===== config.mk =====
export PLATFORM = sky130hd
export DESIGN_NAME = draw_scheduler
export DESIGN_NICKNAME = d
export VERILOG_FILES = /design/src/rtl/vga_draw_pkg.sv /design/src/rtl/rr_arbiter.sv /design/src/rtl/draw_scheduler.sv
export SDC_FILE = /design/constraint.sdc
export NUM_CORES = 1
export LEC_CHECK = 0
export BUFFER_PORTS_ARGS = -buffer_cell sky130_fd_sc_hd__buf_2
export CAP_MARGIN = 20
export CORE_UTILIZATION = 50
export DETAILED_ROUTE_END_ITERATION = 8
export PLACE_DENSITY = 0.77
export SKIP_LAST_GASP = 1
export SLEW_MARGIN = 5
export SYNTH_ARGS = -nofsm -noshare
export SYNTH_HDL_FRONTEND = slang
export SYNTH_SLANG_ARGS = --single-unit
export TNS_END_PERCENT = 100

===== constraint.sdc =====
create_clock -name clk -period 8.4 [get_ports clk]
set_clock_uncertainty 0.2 [all_clocks]
set_input_delay 0.42 -clock clk [delete_from_list [all_inputs] [get_ports clk]]
set_output_delay 0.42 -clock clk [all_outputs]
set_load 0.01 [all_outputs]

===== src/rtl/vga_draw_pkg.sv =====
// vga_draw_pkg: screen geometry, field widths, scheduler states and named colours
package vga_draw_pkg;
  localparam int SCREEN_W = 320;
  localparam int SCREEN_H = 240;
  localparam int X_W = 9;
  localparam int Y_W = 8;
  localparam int COLOR_W = 3;
  typedef enum logic [1:0] {
    IDLE = 2'd0,
    LOAD = 2'd1,
    DRAW = 2'd2,
    DONE = 2'd3
  } state_t;
  localparam logic [COLOR_W-1:0] BLACK = 3'd0;
  localparam logic [COLOR_W-1:0] BLUE = 3'd1;
  localparam logic [COLOR_W-1:0] RED = 3'd4;
  localparam logic [COLOR_W-1:0] WHITE = 3'd7;
endpackage


===== src/rtl/rr_arbiter.sv =====
// rr_arbiter: combinational round-robin pick, first set bit at or after ptr
module rr_arbiter #(
  parameter int N = 4,
  parameter int IW = $clog2(N)
) (
  input  logic [N-1:0]  req,
  input  logic [IW-1:0] ptr,
  output logic [N-1:0]  gnt,
  output logic [IW-1:0] idx,
  output logic          valid
);
  // scan from farthest to nearest so the nearest requester at or after ptr wins
  always_comb begin
    idx = '0;
    valid = 1'b0;
    for (int i = N - 1; i >= 0; i--) begin
      if (req[(int'(ptr) + i) % N]) begin
        idx = IW'((int'(ptr) + i) % N);
        valid = 1'b1;
      end
    end
    gnt = valid ? (N'(1) << idx) : '0;
  end
endmodule


===== src/rtl/draw_scheduler.sv =====
// draw_scheduler: round-robin rectangle-fill engine emitting one clipped pixel per cycle
module draw_scheduler #(
  parameter int NREQ = 4,
  parameter int X_W = vga_draw_pkg::X_W,
  parameter int Y_W = vga_draw_pkg::Y_W,
  parameter int COLOR_W = vga_draw_pkg::COLOR_W
) (
  input  logic                    clk,
  input  logic                    rst,
  input  logic [NREQ-1:0]         req,
  input  logic [NREQ*X_W-1:0]     req_x0,
  input  logic [NREQ*Y_W-1:0]     req_y0,
  input  logic [NREQ*X_W-1:0]     req_w,
  input  logic [NREQ*Y_W-1:0]     req_h,
  input  logic [NREQ*COLOR_W-1:0] req_color,
  output logic [NREQ-1:0]         grant,
  output logic [NREQ-1:0]         done,
  output logic                    busy,
  output logic [X_W-1:0]          vga_x,
  output logic [Y_W-1:0]          vga_y,
  output logic [COLOR_W-1:0]      vga_color,
  output logic                    vga_plot
);
  import vga_draw_pkg::*;
  localparam int IW = $clog2(NREQ);
  localparam logic [X_W:0] SW = (X_W+1)'(SCREEN_W);
  localparam logic [Y_W:0] SH = (Y_W+1)'(SCREEN_H);
  state_t state, state_n;
  logic [IW-1:0] ptr, win, arb_idx;
  logic [NREQ-1:0] arb_gnt, win_oh;
  logic arb_valid;
  logic [X_W-1:0] x0, w, x0_l;
  logic [Y_W-1:0] y0, h;
  logic [COLOR_W-1:0] col;
  logic [X_W:0] x_sum, x_end, x_end_l;
  logic [Y_W:0] y_sum, y_end, y_end_l;
  logic empty, last_col, last_row;
  rr_arbiter #(.N(NREQ), .IW(IW)) u_arb (
    .req(req), .ptr(ptr), .gnt(arb_gnt), .idx(arb_idx), .valid(arb_valid)
  );
  assign x0 = req_x0[win*X_W +: X_W];
  assign y0 = req_y0[win*Y_W +: Y_W];
  assign w = req_w[win*X_W +: X_W];
  assign h = req_h[win*Y_W +: Y_W];
  assign col = req_color[win*COLOR_W +: COLOR_W];
  assign x_sum = {1'b0, x0} + {1'b0, w};
  assign y_sum = {1'b0, y0} + {1'b0, h};
  assign x_end = (x_sum > SW) ? SW : x_sum;
  assign y_end = (y_sum > SH) ? SH : y_sum;
  assign empty = (w == '0) || (h == '0) || ({1'b0, x0} >= SW) || ({1'b0, y0} >= SH);
  assign last_col = ({1'b0, vga_x} + (X_W+1)'(1)) == x_end_l;
  assign last_row = ({1'b0, vga_y} + (Y_W+1)'(1)) == y_end_l;
  // state register
  always_ff @(posedge clk or negedge rst)
    if (!rst) state <= IDLE;
    else state <= state_n;
  // next-state: serve, latch, raster scan, report
  always_comb begin
    state_n = IDLE;
    case (state)
      IDLE: state_n = arb_valid ? LOAD : IDLE;
      LOAD: state_n = empty ? DONE : DRAW;
      DRAW: state_n = (last_col && last_row) ? DONE : DRAW;
      default: state_n = IDLE;
    endcase
  end
  // state-decoded outputs; plot drops with state on async reset
  always_comb begin
    busy = state != IDLE;
    vga_plot = state == DRAW;
    grant = (state == LOAD) ? win_oh : '0;
    done = (state == DONE) ? win_oh : '0;
  end
  // winner, latched rectangle, pixel cursor held in the output registers, rotation pointer
  always_ff @(posedge clk or negedge rst)
    if (!rst) begin
      ptr <= '0;
      win <= '0;
      win_oh <= '0;
      x0_l <= '0;
      x_end_l <= '0;
      y_end_l <= '0;
      vga_x <= '0;
      vga_y <= '0;
      vga_color <= '0;
    end else begin
      if (state == IDLE && arb_valid) begin
        win <= arb_idx;
        win_oh <= arb_gnt;
      end
      if (state == LOAD && !empty) begin
        x0_l <= x0;
        x_end_l <= x_end;
        y_end_l <= y_end;
        vga_x <= x0;
        vga_y <= y0;
        vga_color <= col;
      end
      if (state == DRAW && !last_col) vga_x <= vga_x + X_W'(1);
      if (state == DRAW && last_col && !last_row) begin
        vga_x <= x0_l;
        vga_y <= vga_y + Y_W'(1);
      end
      if (state == DONE) ptr <= (win == IW'(NREQ - 1)) ? '0 : win + IW'(1);
    end
endmodule


-- Word-level counts from Yosys, hierarchy flattened
Cells that the tools add are included.
- bits in registers: 58
- latch bits: 0
- bits in writable memories: 0
- ROM bits: 0
- bits of input ports: 154
- output and inout port bits: 30
- word-level logic and storage cells: 100
- memories kept: 0
- add/subtract/negate cells: 10
- multiply operators: 2
- divide/modulo/power cells: 0
- magnitude comparators: 8
- eq/ne operators: 6
- shifts and indexed selects: 6
- multiplexer cells: 34
- bitwise logic cells: 3
- reductions and logical operators: 21
- operator list (operator ; number):
    $shiftx A36 B7 Y9 ; 2
    $shiftx A32 B6 Y8 ; 2
    $mux W9 ; 4
    $mux W8 ; 2
    $mux W1 ; 14
    $lt A3 B4 Y1 const B ; 3
    $mux W4 ; 3
    $shiftx A12 B5 Y3 ; 1
    $add A9 B1 Y10 const B ; 1
    $add A9 B9 Y10 ; 1
    $eq A10 B10 Y1 ; 1
    $gt A10 B9 Y1 const B ; 1
    $mux W10 ; 1
    $mux W2 ; 5
    $add A8 B1 Y9 const B ; 1
    $add A8 B8 Y9 ; 1
    $add A9 B1 Y9 const B ; 1
    $eq A9 B9 Y1 ; 1
    $ge A9 B9 Y1 const B ; 1
    $gt A9 B8 Y1 const B ; 1
    $logic_not A9 Y1 ; 1
    $add A8 B1 Y8 const B ; 1
    $bmux W1 S2 ; 4
    $ge A8 B8 Y1 const B ; 1
    18 further kinds ; 36

-- Depth between registers and ports, before layout
Gate-level depths: netlist of the first run.
- depth after elaboration: 12
- depth in mapped cells: 13
- depth with buffers taken out: 11

-- Hierarchy
From an unflattened synthesis of the first run, not the netlist that was laid out.
- cells, all modules: 498
- area, all modules: 5280.1 um^2
- by module, submodules not included (module ; instances ; cells each ; area an instance (um^2) ; seq. area each (um^2)):
    draw_scheduler ; 1 ; 469 ; 5097.4 ; 1451.4
    rr_arbiter ; 1 ; 29 ; 182.7 ; 0.0

-- Worst setup path before layout of the first run
No wires, ideal clock.
- path kind: flip-flop to flip-flop
- start: register win[0]
- end: register y_end_l[0]
- setup time: 66 ps
- arrival: 3813 ps
- required time: 8134 ps
- path slack: 4321 ps
- stages on the path, launching flop included: 14
- buffers on the path: 3
- period minus slack after synthesis: 4079 ps
- cell sequence: dfrtp_1 > buf_6 > buf_4 > buf_1 > mux4_2 > fa_1 > a21o_1 > a21oi_1 > o21bai_1 > a21oi_1 > nor2_1 > a2111o_1 > a41oi_2 > a22o_1
- cells in the longest elaborated chain, start to end: 8
- elaborated cells between the ends (all ways): 17
- those cells by class: add/sub: 1; mul: 1; order compare: 3; shift: 4; mux: 1; reduce/logical: 7
- RTL lines (what ; RTL line ; source):
    from (decl) ; draw_scheduler.sv:29 ; logic [IW-1:0] ptr, win, arb_idx;
    from (signal assigned) ; draw_scheduler.sv:88 ; win <= arb_idx;
    branches (longest 8 deep; another with $ge A9 B9 Y1) ; n/a ;
    to (signal assigned) ; draw_scheduler.sv:94 ; y_end_l <= y_end;
    to (decl) ; draw_scheduler.sv:36 ; logic [Y_W:0] y_sum, y_end, y_end_l;
Parallel ways; which one is timed is not known.
A chain may end at the register's enable or synchronous reset.

-- Worst setup path after layout of the first run
- start: register win[1]
- end: register x_end_l[2]
- cells in the longest elaborated chain, start to end: 8
- elaborated cells between the ends (all ways): 17
- those cells by class: add/sub: 1; mul: 1; order compare: 3; shift: 4; mux: 1; reduce/logical: 7
- RTL lines (what ; RTL line ; source):
    branches (longest 8 deep; another with $add A9 B9 Y10) ; n/a ;
    to (signal assigned) ; draw_scheduler.sv:93 ; x_end_l <= x_end;
    to (decl) ; draw_scheduler.sv:35 ; logic [X_W:0] x_sum, x_end, x_end_l;
Parallel ways; which one is timed is not known.

==> flow_metrics.py, run 1 <==
metrics = {
    "placement": {
        "dp_hpwl_um": 11550,
        "gp_congestion": 0.8651,
        "numPortBuffers": 183,
        "numPlacedInstances": 783,
    },
    "synthesis": {
        "synth.area.mux_share_pct": 20.74,
        "synth_common_cells": "dfrtp_1, nor2_1, nand2_1",
        "synth_area_leaders": "dfrtp_1, mux4_2, ha_1",
        "postSynthAreaPerCell_um2": 10.44,
        "synthSimpleGateAreaFrac_pct": 15.31,
        "synthAdderAreaFrac_pct": 6.939,
        "synth_compound_area_share_pct": 16.95,
        "yosysMostFrequentCell": "dfrtp_1",
        "yosysTopAreaCell": "dfrtp_1",
        "synthArstFlopShare_pct": 100.0,
        "yosysTopAreaCellShare_pct": 28.54,
        "synth_edf_count": 0,
        "synth_top_family_by_area": "multiplexers",
        "yosys.area_share.xor_xnor_pct": 6.668,
        "yosysUniqueCellTypes": 70,
        "yosys_warnings": 0,
        "ys_ff_latch": 58,
        "synth_nets": 668,
        "synthCells": 487,
        "netlist_area_mm2": 0.005085,
        "yosysSeqAreaShare_pct": 28.54,
        "synth_flop_cell": "dfrtp_1",
    },
    "cts": {
        "cts_tree": "done",
        "clock_latency_ns": 0.34,
        "numCtsBuffers": 9,
        "htreeDepth": 3,
        "clk_path_buf_depth": 2,
        "cts_num_sinks": 58,
        "cts.repair.resized": 0,
        "cts_setup_buffers": 0,
        "cts_root_buf": "clkbuf_8",
        "holdBufCountCts": 0,
        "clk_pin_slew_ns": 0.07,
    },
    "drt": {
        "num_vias": 4749,
        "totalWireLength_um": 14440,
        "first_iter_violations": 203,
        "ant_nets": 0,
        "drtPass1Iterations": 5,
        "via_per_inst": 5.944,
        "drt-wirelength-per-cell_um": 18.07,
        "drc": 0,
    },
    "cells_and_area": {
        "fin_cells": 799,
        "final_nets": 842,
        "final_layout_size_suffix_gt1_share_pct": 39.04,
        "num_antenna_cells": 0,
        "syn_to_final_growth_pct": 22.93,
    },
    "flow_run": {
        "cap_violations": 0,
    },
    "sta": {
        "slew_violations": 0,
        "final-setup-viol-count": 0,
        "max_freq_mhz": 230.9,
        "period_share_pct": 51.55,
        "tightest_slew_ns": 0.7957,
        "finalHoldViolations": 0,
        "max-slew-margin-rel_pct": 46.55,
        "rsz0062_at_grt": "false",
        "setup_tns_ns": 0,
        "period_needed_ns": 4.331,
    },
    "grt": {
        "grt_max_degree": 59,
        "antenna_found_initial": 0,
        "grt-ovfl-total": 0,
        "grt_pass1_wl_um": 22600,
        "grt_usage_pct": 28.28,
        "grt_pass1_vias": 4602,
    },
    "worst_setup_path": {
        "worst_ep_arrival_time_ns": 4.36,
        "required_ns": 8.42,
        "crit_path_max_fanout": 23,
        "worstSetupStartpointType": "flip-flop",
        "critPathKind": "reg -> reg",
        "cp-end-kind": "flip-flop",
    },
    "pwr": {
        "net-switching-power_uw": 1175,
        "leakage_uw": 0.002914,
        "power_frac_clock_pct": 9.8,
        "swShare_pct": 47.09,
        "power_density_mw_per_mm2": 399.1,
        "intPower_uw": 1320,
        "irDropWorstVdd_mv": 0.1851,
        "power_frac_seq_pct": 23.5,
        "pwr-share-comb_pct": 66.6,
    },
    "die": {
        "die_h_um": 102.8,
        "io_pins": 184,
        "die_area_mm2": 0.01058,
        "start_util_pct": 51.78,
        "die_w_um": 102.8,
        "num_rows": 36,
        "core_area_mm2": 0.009819,
    },
    "outcome": {
        "status": "finished clean",
    },
    "hold_path": {
        "hold_path_class": "in -> async",
    },
}
## flip-flops by register name (all words and copies together), names as in the netlist
signal and count:
win 2, win_oh 4, ptr 2, vga_color 3, x0_l 9, vga_x 9
x_end_l 10, y_end_l 9, state 2, vga_y 8
## power by group through the flow
stage,Clock [µW],Sequential (µW),Combinational (µW)
floorplan,0,523,1320
global placement,0,581,1590
detailed placement,0,590,1640
CTS,247,586,1650
global route,261,611,1820
finish,245,587,1660
## cell usage in the layout (no fill, tap or decap), drive strengths merged, types with 4 or more instances in the layout
master and instances:
or3 7, inv 25, and2 10, mux4 37, dfrtp 58, clkbuf 12
buf 189, ha 25, nand2b 4, nand3 24, or2 4, o22ai 4
nor3 10, o31ai 4, xnor2 20, nand2 29, mux2 14, o21ai 19
a21oi 22, nor2b 5, o211ai 4, a41oi 9, xor2 11, a21o 9
nor2 30, and3 5, a32o 8, a211oi 5, o21a 6, a22o 5
## cells by family (layout without fill, tap and decap cells)
| group | count (synthesis) | after routing |
|---|---|---|
| buffers and inverters | 51 | 230 |
| xor gates and xnor gates | 34 | 34 |
| and+or+nand+nor | 148 | 148 |
| adders and majority gates | 27 | 27 |
| DFF | 58 | 58 |
| AOI/OAI and AO/OA | 115 | 115 |
| muxes | 54 | 54 |
## cell type report
cell class | count | area, µm²
multi-input cells | 378 | 3387
clock buffers | 12 | 165.2
inverters | 25 | 93.84
fillers | 857 | 3568
flip-flops and latches | 58 | 1453
clock inverters | 4 | 25.02
well taps | 133 | 166.4
repair buffers | 189 | 960.9
## routing by layer
| layer | up-vias | GRT usage (%) | wire length, µm |
|---|---|---|---|
| met5 | - | 0 | 0 |
| li1 | 2234 | - | - |
| met1 | 2310 | 36.16 | 6065 |
| met2 | 184 | 48.62 | 7258 |
| met3 | 21 | 5.966 | 879 |
| met4 | 0 | 8.017 | 238 |
## metrics by stage
step / total power, µW / utilization (%) / hold slack (ns) / setup WS (ns) / area (µm²)
2_1_floorplan: 1844 / - / -0.07559 / 4.321 / 5085
5_1_grt: 2690 / 63.66 / 0.08745 / 3.753 / 6251
3_5_place_dp: 2227 / 61.72 / 0.2700 / 4.101 / 6061
4_1_cts: 2480 / 63.66 / 0.04554 / 4.079 / 6251
3_3_place_gp: 2167 / 61.72 / 0.2581 / 4.192 / 6061
6_report: 2495 / 63.66 / 0.02244 / 4.069 / 6251
## final timing paths
path                       cells after the start                 from  slack, ns                endpoint
max                                           12   win[1]$_DFFE_PN0P_       4.07  x_end_l[2]$_DFFE_PN0P_
min                                            2                  rst       0.02     x0_l[2]$_DFFE_PN0P_
max reg2reg                                   12   win[1]$_DFFE_PN0P_       4.07  x_end_l[2]$_DFFE_PN0P_
min reg2reg                                    2  x0_l[0]$_DFFE_PN0P_       0.29     x0_l[0]$_DFFE_PN0P_
max in group asynchronous                      2                  rst       7.43      win[0]$_DFFE_PN0P_
min in group clk                               2  x0_l[0]$_DFFE_PN0P_       0.29     x0_l[0]$_DFFE_PN0P_
## critical path, cell delays in order (launching register included)
cell,delay (ns)
dfrtp_1,0.77
buf_4,0.42
mux4_2,0.40
ha_1,0.24
fa_1,0.41
a21o_1,0.20
a21oi_1,0.25
o21bai_1,0.11
a21oi_1,0.24
a21oi_1,0.12
xor2_1,0.24
o21ai_0,0.27
a32o_1,0.34
Note: power is estimated with default switching activity, not from simulation.
==> run 2: changes to the inputs <==
- clock period: 8.4 -> 4.45 ns (I/O delays scaled with it)
==> flow_metrics.py, run 2 (synthesized netlist as in run 1, its figures left out) <==
metrics = {
    "drt": {
        "ant_nets": 0,
        "drtPass1Iterations": 5,
        "drt-wirelength-per-cell_um": 17.97,
        "first_iter_violations": 223,
        "num_vias": 4772,
        "via_per_inst": 5.913,
        "totalWireLength_um": 14500,
        "drc": 0,
    },
    "pwr": {
        "pwr-share-comb_pct": 65.0,
        "intPower_uw": 2692,
        "power_frac_clock_pct": 12.7,
        "leakage_uw": 0.002991,
        "swShare_pct": 45.39,
        "irDropWorstVdd_mv": 0.3521,
        "power_frac_seq_pct": 22.3,
        "power_density_mw_per_mm2": 771.8,
        "net-switching-power_uw": 2238,
    },
    "cells_and_area": {
        "final_common_cell": "buf_2",
        "fin_cells": 807,
        "final_cell_mix": "buf_2, dfrtp_1, nor2_1",
        "largest_reg_flops": 10,
        "num-fill-cells": 847,
        "top_register": "x_end_l",
        "final_layout_size_suffix_gt1_share_pct": 39.61,
        "num_antenna_cells": 0,
        "syn_to_final_growth_pct": 25.62,
        "final_nets": 850,
    },
    "worst_setup_path": {
        "critPathSlowestCell": "dfrtp_2",
        "critPathKind": "reg -> reg",
        "cp-end-kind": "flip-flop",
        "path_delay_family": "compound AO/OA/AOI/OAI gates",
        "max_stage_delay_ns": 0.55,
        "reg2regPathDepth": 12,
        "cpMostUsedCell": "a21oi_1",
        "crit_cells": 12,
        "path_cells": "buf_12, mux4_2, ha_1, fa_1, a21o_1, a21oi_1, o21bai_1, a21oi_1, a21oi_1, xor2_1, o21ai_0, a32o_1",
        "worst_ep_arrival_time_ns": 4.18,
        "crit_path_max_fanout": 12,
        "worstSetupStartpointType": "flip-flop",
        "required_ns": 4.49,
        "path_buf_inv": 1,
    },
    "grt": {
        "grt_usage_pct": 29.22,
        "grt_pass1_vias": 4741,
        "antenna_found_initial": 0,
        "grt_max_degree": 59,
        "grt_pass1_wl_um": 23320,
        "grt-ovfl-total": 0,
    },
    "sta": {
        "rsz0062_at_grt": "false",
        "finalHoldViolations": 0,
        "max-slew-margin-rel_pct": 50.72,
        "setup_tns_ns": 0,
        "period_needed_ns": 4.133,
        "tightest_slew_ns": 0.7392,
        "final-setup-viol-count": 0,
        "max_freq_mhz": 242.0,
        "slew_violations": 0,
        "period_share_pct": 92.88,
    },
    "die": {
        "die_h_um": 102.8,
        "start_util_pct": 51.78,
        "die_area_mm2": 0.01058,
        "core_area_mm2": 0.009819,
        "die_w_um": 102.8,
        "io_pins": 184,
        "num_rows": 36,
    },
    "cts": {
        "cts.repair.resized": 0,
        "cts_root_buf": "clkbuf_8",
        "clk_path_buf_depth": 2,
        "clk_pin_slew_ns": 0.07,
        "holdBufCountCts": 1,
        "cts_num_sinks": 58,
        "cts_setup_buffers": 0,
        "htreeDepth": 3,
        "numCtsBuffers": 9,
        "cts_tree": "done",
        "clock_latency_ns": 0.35,
    },
    "placement": {
        "numPortBuffers": 183,
        "dp_hpwl_um": 11550,
        "gp_congestion": 0.8844,
        "numPlacedInstances": 790,
    },
    "flow_run": {
        "cap_violations": 0,
    },
    "hold_path": {
        "hold_path_class": "in -> reg",
        "whs_path_depth": 3,
    },
    "outcome": {
        "status": "finished clean",
    },
}
run 2: worst reg2reg max path, stage by stage, from the launching register on:
cell	delay [ns]
dfrtp_2	0.55
buf_12	0.20
mux4_2	0.55
ha_1	0.27
fa_1	0.41
a21o_1	0.20
a21oi_1	0.29
o21bai_1	0.11
a21oi_1	0.26
a21oi_1	0.13
xor2_1	0.26
o21ai_0	0.28
a32o_1	0.33
run 2: power groups by stage:
stage | clock (µW) | sequential, µW | combinational (µW)
finish | 627 | 1100 | 3200
global route | 656 | 1140 | 3530
CTS | 633 | 1090 | 3180
detailed placement | 0 | 1100 | 3140
global placement | 0 | 1080 | 3050
floorplan | 0 | 987 | 2490
run 2: final timing paths:
path	startpoint	end	slack, ns
worst max register to register	win[0]$_DFFE_PN0P_	x_end_l[4]$_DFFE_PN0P_	0.32
worst min-delay path	req[0]	win_oh[0]$_DFFE_PN0P_	0.08
min in group asynchronous	rst	vga_x[3]$_DFFE_PN0P_	0.34
worst min register to register	x0_l[0]$_DFFE_PN0P_	x0_l[0]$_DFFE_PN0P_	0.29
max in group asynchronous	rst	win[0]$_DFFE_PN0P_	3.17
worst max-delay path	win[0]$_DFFE_PN0P_	x_end_l[4]$_DFFE_PN0P_	0.32
run 2: layer usage:
layer	GRT usage, %	wire length (µm)	up-vias
met3	4.746	922	25
met2	49.28	7282	211
met5	0	0	-
li1	-	-	2241
met4	10.73	301	0
met1	38.05	5994	2295
run 2: stage by stage:
step / util, % / worst slack (ns) / total power, µW / instance area (µm²) / hold WS [ns]
after floorplan: - / 0.3713 / 3481 / 5085 / -0.2731
after global placement: 62.39 / 0.6607 / 4130 / 6126 / 0.2135
after detailed placement: 62.39 / 0.4790 / 4244 / 6126 / 0.2260
after CTS: 65.05 / 0.3898 / 4907 / 6387 / 0.08301
after global routing: 65.05 / 0.1578 / 5327 / 6387 / 0.1265
final: 65.05 / 0.3170 / 4930 / 6387 / 0.08366
run 2: cell type report:
| type | instances | area, µm² | area share, % |
|---|---|---|---|
| Multi-Input combinational cell | 378 | 3387 | 53.03 |
| Sequential cell | 58 | 1453 | 22.74 |
| Timing Repair Buffer | 197 | 1036 | 16.22 |
| Tap cell | 133 | 166.4 | 2.605 |
| Clock buffer | 11 | 151.4 | 2.370 |
| Clock inverter | 5 | 100.1 | 1.567 |
| Inverter | 25 | 93.84 | 1.469 |
